`src/rtl/uart_cmd_pkg.sv`:
```
// Shared encodings for the UART receiver and the command parser.
package uart_cmd_pkg;

    // Receiver state encodings, shared with the UART receiver
    typedef enum logic [2:0] {
        RX_IDLE       = 3'd0,
        RX_WAIT_START = 3'd1,
        RX_START      = 3'd2,
        RX_DATA       = 3'd3,
        RX_STOP       = 3'd4
    } rx_state_t;

    // Default start-of-frame marker
    localparam logic [7:0] SOF_BYTE_DEFAULT = 8'hA5;

    // Command parser states
    typedef enum logic [2:0] {
        ST_HUNT    = 3'd0,
        ST_OP      = 3'd1,
        ST_LEN     = 3'd2,
        ST_PAYLOAD = 3'd3,
        ST_CHECK   = 3'd4,
        ST_HOLD    = 3'd5
    } parse_state_t;

    // Running XOR checksum step
    function automatic logic [7:0] chk_update(input logic [7:0] chk, input logic [7:0] data);
        return chk ^ data;
    endfunction

endpackage

```
`src/rtl/uart_byte_strobe.sv`:
```
// Derives one strobe per received UART byte from the receiver's DATA->STOP transition.
module uart_byte_strobe
    import uart_cmd_pkg::*;
(
    input  logic       clk,
    input  logic       rst,
    input  logic [7:0] rx_data,
    input  logic [2:0] rx_state,
    output logic       strobe,
    output logic [7:0] rx_byte
);

    logic [2:0] prev_state_r;

    // Remember last receiver state so the DATA->STOP edge can be detected
    always_ff @(posedge clk) begin
        if (rst) begin
            prev_state_r <= RX_IDLE;
        end else begin
            prev_state_r <= rx_state;
        end
    end

    // The shift register is final on the first STOP cycle, so the byte is taken there
    assign strobe  = (prev_state_r == RX_DATA) && (rx_state == RX_STOP);
    assign rx_byte = rx_data;

endmodule

```
`src/rtl/uart_cmd_parser.sv`:
```
// Frames [SOF][OP][LEN][PAYLOAD x LEN][CHK] from UART bytes and holds each good frame
// for the executor behind a valid/ready handshake.
module uart_cmd_parser
    import uart_cmd_pkg::*;
#(
    parameter int         MAX_LEN      = 16,
    parameter logic [7:0] SOF_BYTE     = SOF_BYTE_DEFAULT,
    parameter int         TIMEOUT_CLKS = 270000
) (
    input  logic                         clk,
    input  logic                         rst,
    input  logic [7:0]                   rx_data,
    input  logic [2:0]                   rx_state,
    output logic                         cmd_valid,
    input  logic                         cmd_ready,
    output logic [7:0]                   cmd_op,
    output logic [$clog2(MAX_LEN+1)-1:0] cmd_len,
    input  logic [$clog2(MAX_LEN)-1:0]   pay_addr,
    output logic [7:0]                   pay_data,
    output logic                         err_chk,
    output logic                         err_len,
    output logic                         err_timeout,
    output logic                         err_overrun
);

    localparam int LW = $clog2(MAX_LEN + 1);
    localparam int AW = $clog2(MAX_LEN);
    localparam int TW = $clog2(TIMEOUT_CLKS);
    localparam logic [7:0]    MAX_LEN_B = 8'(MAX_LEN);
    localparam logic [TW-1:0] TO_LAST   = TW'(TIMEOUT_CLKS - 1);

    logic          strobe_s;
    logic [7:0]    byte_s;
    parse_state_t  state_r;
    logic [LW-1:0] idx_r;
    logic [7:0]    chk_r;
    logic [TW-1:0] to_cnt_r;
    logic [7:0]    pay_buf_r [MAX_LEN];

    uart_byte_strobe u_strobe (
        .clk      (clk),
        .rst      (rst),
        .rx_data  (rx_data),
        .rx_state (rx_state),
        .strobe   (strobe_s),
        .rx_byte  (byte_s)
    );

    // Frame FSM, inter-byte timeout, checksum and registered status/error outputs
    always_ff @(posedge clk) begin
        if (rst) begin
            state_r     <= ST_HUNT;
            cmd_valid   <= 1'b0;
            cmd_op      <= 8'h00;
            cmd_len     <= '0;
            idx_r       <= '0;
            chk_r       <= 8'h00;
            to_cnt_r    <= '0;
            err_chk     <= 1'b0;
            err_len     <= 1'b0;
            err_timeout <= 1'b0;
            err_overrun <= 1'b0;
        end else begin
            err_chk     <= 1'b0;
            err_len     <= 1'b0;
            err_timeout <= 1'b0;
            err_overrun <= 1'b0;
            case (state_r)
                ST_HUNT: begin
                    to_cnt_r <= '0;
                    if (strobe_s && (byte_s == SOF_BYTE)) begin
                        chk_r   <= 8'h00;
                        state_r <= ST_OP;
                    end
                end
                ST_OP, ST_LEN, ST_PAYLOAD, ST_CHECK: begin
                    // A byte arriving on the timeout cycle is processed, not timed out
                    if (strobe_s) begin
                        to_cnt_r <= '0;
                        case (state_r)
                            ST_OP: begin
                                cmd_op  <= byte_s;
                                chk_r   <= chk_update(chk_r, byte_s);
                                state_r <= ST_LEN;
                            end
                            ST_LEN: begin
                                chk_r <= chk_update(chk_r, byte_s);
                                if (byte_s > MAX_LEN_B) begin
                                    err_len <= 1'b1;
                                    state_r <= ST_HUNT;
                                end else begin
                                    cmd_len <= byte_s[LW-1:0];
                                    idx_r   <= '0;
                                    state_r <= (byte_s == 8'h00) ? ST_CHECK : ST_PAYLOAD;
                                end
                            end
                            ST_PAYLOAD: begin
                                chk_r <= chk_update(chk_r, byte_s);
                                idx_r <= idx_r + LW'(1);
                                if ((idx_r + LW'(1)) == cmd_len) begin
                                    state_r <= ST_CHECK;
                                end
                            end
                            ST_CHECK: begin
                                if (byte_s == chk_r) begin
                                    cmd_valid <= 1'b1;
                                    state_r   <= ST_HOLD;
                                end else begin
                                    err_chk <= 1'b1;
                                    state_r <= ST_HUNT;
                                end
                            end
                            default: state_r <= ST_HUNT;
                        endcase
                    end else if (to_cnt_r == TO_LAST) begin
                        err_timeout <= 1'b1;
                        to_cnt_r    <= '0;
                        state_r     <= ST_HUNT;
                    end else begin
                        to_cnt_r <= to_cnt_r + TW'(1);
                    end
                end
                ST_HOLD: begin
                    to_cnt_r <= '0;
                    if (cmd_ready) begin
                        // Handshake completes; a byte in the same cycle is a fresh hunt byte
                        cmd_valid <= 1'b0;
                        if (strobe_s && (byte_s == SOF_BYTE)) begin
                            chk_r   <= 8'h00;
                            state_r <= ST_OP;
                        end else begin
                            state_r <= ST_HUNT;
                        end
                    end else if (strobe_s) begin
                        err_overrun <= 1'b1;
                    end
                end
                default: begin
                    state_r   <= ST_HUNT;
                    cmd_valid <= 1'b0;
                end
            endcase
        end
    end

    // Payload buffer write port; contents are intentionally not cleared by reset
    always_ff @(posedge clk) begin
        if (!rst && strobe_s && (state_r == ST_PAYLOAD)) begin
            pay_buf_r[idx_r[AW-1:0]] <= byte_s;
        end
    end

    // Asynchronous payload read, zero beyond the held frame's length
    always_comb begin
        pay_data = 8'h00;
        if (LW'(pay_addr) < cmd_len) begin
            pay_data = pay_buf_r[pay_addr];
        end else begin
            pay_data = 8'h00;
        end
    end

endmodule
```
`config.mk`:
```
export PLATFORM = sky130hd
export DESIGN_NAME = uart_cmd_parser
export DESIGN_NICKNAME = d
export VERILOG_FILES = /design/src/rtl/uart_cmd_pkg.sv /design/src/rtl/uart_byte_strobe.sv /design/src/rtl/uart_cmd_parser.sv
export SDC_FILE = /design/constraint.sdc
export NUM_CORES = 1
export LEC_CHECK = 0
export CAP_MARGIN = 20
export CORE_MARGIN = 4
export CORE_UTILIZATION = 61
export CTS_CLUSTER_DIAMETER = 120
export DETAILED_ROUTE_END_ITERATION = 7
export PLACE_DENSITY = 0.81
export SLEW_MARGIN = 20
export SYNTH_ARGS = -nofsm -noshare
export SYNTH_HDL_FRONTEND = slang
export SYNTH_SLANG_ARGS = --single-unit
```
`constraint.sdc`:
```
create_clock -name clk -period 4.73 [get_ports clk]
set_input_delay 1.1825 -clock clk [delete_from_list [all_inputs] [get_ports clk]]
set_output_delay 1.1825 -clock clk [all_outputs]
set_load 0.01 [all_outputs]
```
==> run metrics <==
status=completed; Peak Freq=about 230 MHz; IO Port Bufs=43; sequential area share after synthesis=61.5%; synth warn=0; fin crit share=~94%; Synth Flop Type=edfxtp_1; # nets final=approximately 660; crit-path max cell delay=600 ps; clk_skew=10.5 ps; max-cap violation count=0; Min-Delay Path Class=reg -> reg; Mapped Area=8070 µm²; Starting DRT DRC Count=438; synth unique cells=70; Final Critical Period=4430 ps; Power Density=351 nW/µm²; largest net degree at the start of global routing=53; pre-CTS setup slack=between 70 and 80 ps; Worst Path Arrival=around 3300 ps; worst path cell trace=buf_2, buf_12, mux4_2, mux4_2, nor2b_1, clkdlybuf4s50_1; area grow syn2layout=16.2%; # hold bufs at CTS=0; Num CTS Buffers=17; ant diodes=0; drt wl/cell=22.5 µm; first-pass GRT wire length=just under 30000 µm; CP Launch Type=primary input; Die W=around 120 µm; Post-CTS Resized=0; maximum VDD drop=around 0.21 mV; CTS max path bufs=2; Fin. Hold Viols=0; Final Max Tran Viols=0; commonest cells after routing, fill and taps aside=128 x edfxtp_1, 56 x dfxtp_1, 52 x nor2_1; critical path class=in -> out; Final GP Congestion=0.857; Seq cells post-synth=184; postcts setup bufs=0; hpwl dp=between 10000 and 15000 µm; Critical Path RT=around 3600 ps; initial core utilization=approximately 63%; slowest stage cell on the critical path=mux4_2; slew margin rel.=41.1%; Routed Antenna Nets=0; Finish-stage setup viols=0; Total Die Area=approximately 15000 µm²; FFs w/ async S/R, synth=0%; Total Routed Length=between 15000 and 20000 µm; Setup TNS=0 ps; DR vias=5269; CTS clk-pin slew, worst paths=~60 ps; commonest non-fill, non-tap cell in the layout=edfxtp_1; H-tree depth=4; die height=~120 µm; Overall Power=roughly 3.3 mW; gr ovfl total=0; Pleak=about 3 nW; RSZ-0062 raised after global routing=false; vias in the first global route=around 5200; drt pass-1 iters=4; clock sink total=around 180; Crit Path Max Fanout=33; total track usage=roughly a quarter; drt via density=around 6.4; Synth Instances=between 500 and 600; Slew @ Worst Pin=around 900 ps; Worst Setup Slack, final=just under 300 ps; DRC=0; CTS tree=built; initial antenna violation count=0; CP top delay family=multiplexers; fillers=approximately 780; Critical Path Sink Type=output port; CTS Root Cell=clkbuf_16; post-synthesis net count=about 600; worst path buffer plus inverter count=3; layout cell share with drive strength beyond 1=roughly 18%; Post-synth EDFFs=128; io pins=44; clock latency on the worst-skew pair=430 ps; Cell Rows=just over 40; Avg Inst Size Synth=approximately 14 µm²; core box area=around 13000 µm²; Crit path top cell by count=mux4_2
worst paths after layout:
| check | from | end | slack, ps | cells past startpoint |
|---|---|---|---|---|
| setup reg to reg | u_strobe.prev_state_r[2]$_SDFF_PP0_ | pay_buf_r[13][3]$_DFFE_PP_ | 2090 | 5 |
| hold reg to reg | to_cnt_r[18]$_SDFFE_PP0P_ | to_cnt_r[18]$_SDFFE_PP0P_ | 490 | 2 |
| setup / recovery | pay_addr[0] | pay_data[0] | 300 | 6 |
| hold / removal | to_cnt_r[18]$_SDFFE_PP0P_ | to_cnt_r[18]$_SDFFE_PP0P_ | 490 | 2 |
worst min-delay path: stages (launching register included):
cell,delay (ps)
dfxtp_1,320
o21ai_0,70
a21oi_1,60
cell families (layout without fill, tap and decap cells):
family / count (synthesis) / in the layout / synth area share, %
flops: 184 / 184 / 61.5
compound gates: 91 / 91 / 8.27
mux: 53 / 53 / 12.8
simple gates: 181 / 181 / 12.3
xor+xnor: 14 / 14 / 1.52
fa+ha+maj: 8 / 8 / 1.24
buf+inv: 45 / 118 / 2.37
stage by stage:
stage | util (%) | hold slack (ps) | cell area, µm² | std cells
after global routing | 73.4 | 519 | 9380 | 821
after CTS | 73.3 | 487 | 9370 | 821
after floorplan | - | 453 | 8070 | 576
after global placement | 68.8 | 466 | 8790 | 790
after detailed placement | 68.8 | 477 | 8790 | 790
final | 73.4 | 488 | 9380 | 821
report_power, final:
group,switching [mW],internal [mW]
Clock,0.600,0.779
Sequential,0.00326,1.72
Combinational,0.107,0.0858
Total,0.710,2.59
layout make-up:
class / count / area, µm² / area share [%]
flip-flops and latches: 184 / 4960 / 53.0
multi-input cells: 347 / 2910 / 31.1
repair buffers: 70 / 642 / 6.85
clock buffers: 17 / 425 / 4.54
well taps: 172 / 215 / 2.30
clock inverters: 14 / 153 / 1.63
inverters: 17 / 63.8 / 0.681
synthesized netlist by cell type, types with 2 or more instances:
master / n / area share (%)
a21oi_1: 17 / 1.1
ha_1: 8 / 1.2
or3_1: 6 / 0.47
nand2b_1: 5 / 0.39
and3_1: 4 / 0.31
a41oi_1: 4 / 0.43
buf_1: 5 / 0.23
buf_2: 6 / 0.37
or4_1: 2 / 0.19
buf_6: 2 / 0.28
nand3_1: 23 / 1.4
and2_1: 3 / 0.23
nor4_1: 7 / 0.54
dfxtp_1: 56 / 14
o32ai_1: 8 / 0.87
xor2_1: 10 / 1.1
a311oi_1: 6 / 0.65
nand4_1: 4 / 0.31
nor3_1: 5 / 0.31
o21a_1: 10 / 0.93
a31oi_1: 5 / 0.39
nor4bb_1: 2 / 0.25
a21o_1: 4 / 0.37
a211oi_1: 3 / 0.28
inv_1: 15 / 0.70
clkbuf_1: 15 / 0.70
xnor2_1: 4 / 0.43
nor2b_1: 14 / 1.1
a22oi_1: 3 / 0.28
mux2i_1: 13 / 1.6
o21ai_1: 4 / 0.25
o21ai_0: 11 / 0.68
nor3b_1: 2 / 0.19
nand4bb_1: 2 / 0.28
nand3b_1: 5 / 0.47
edfxtp_1: 128 / 48
nor2_1: 52 / 2.4
nand2_1: 31 / 1.4
nor4_2: 2 / 0.31
mux4_2: 40 / 11
sequential cells by signal (all words and copies together), names as in the netlist:
signal                 count
err_len                    1
idx_r                      5
err_chk                    1
err_overrun                1
chk_r                      8
cmd_valid                  1
err_timeout                1
pay_buf_r                128
u_strobe.prev_state_r      3
state_r                    3
cmd_len                    5
cmd_op                     8
to_cnt_r                  19
routing by layer:
| layer | GRT usage [%] | share of wire (%) |
|---|---|---|
| met1 | 34.3 | 40 |
| met2 | 43.6 | 52 |
| met3 | 5.63 | 6.0 |
| met4 | 7.75 | 1.8 |
| met5 | 0 | 0 |
Power figures use the tool's default switching activity.
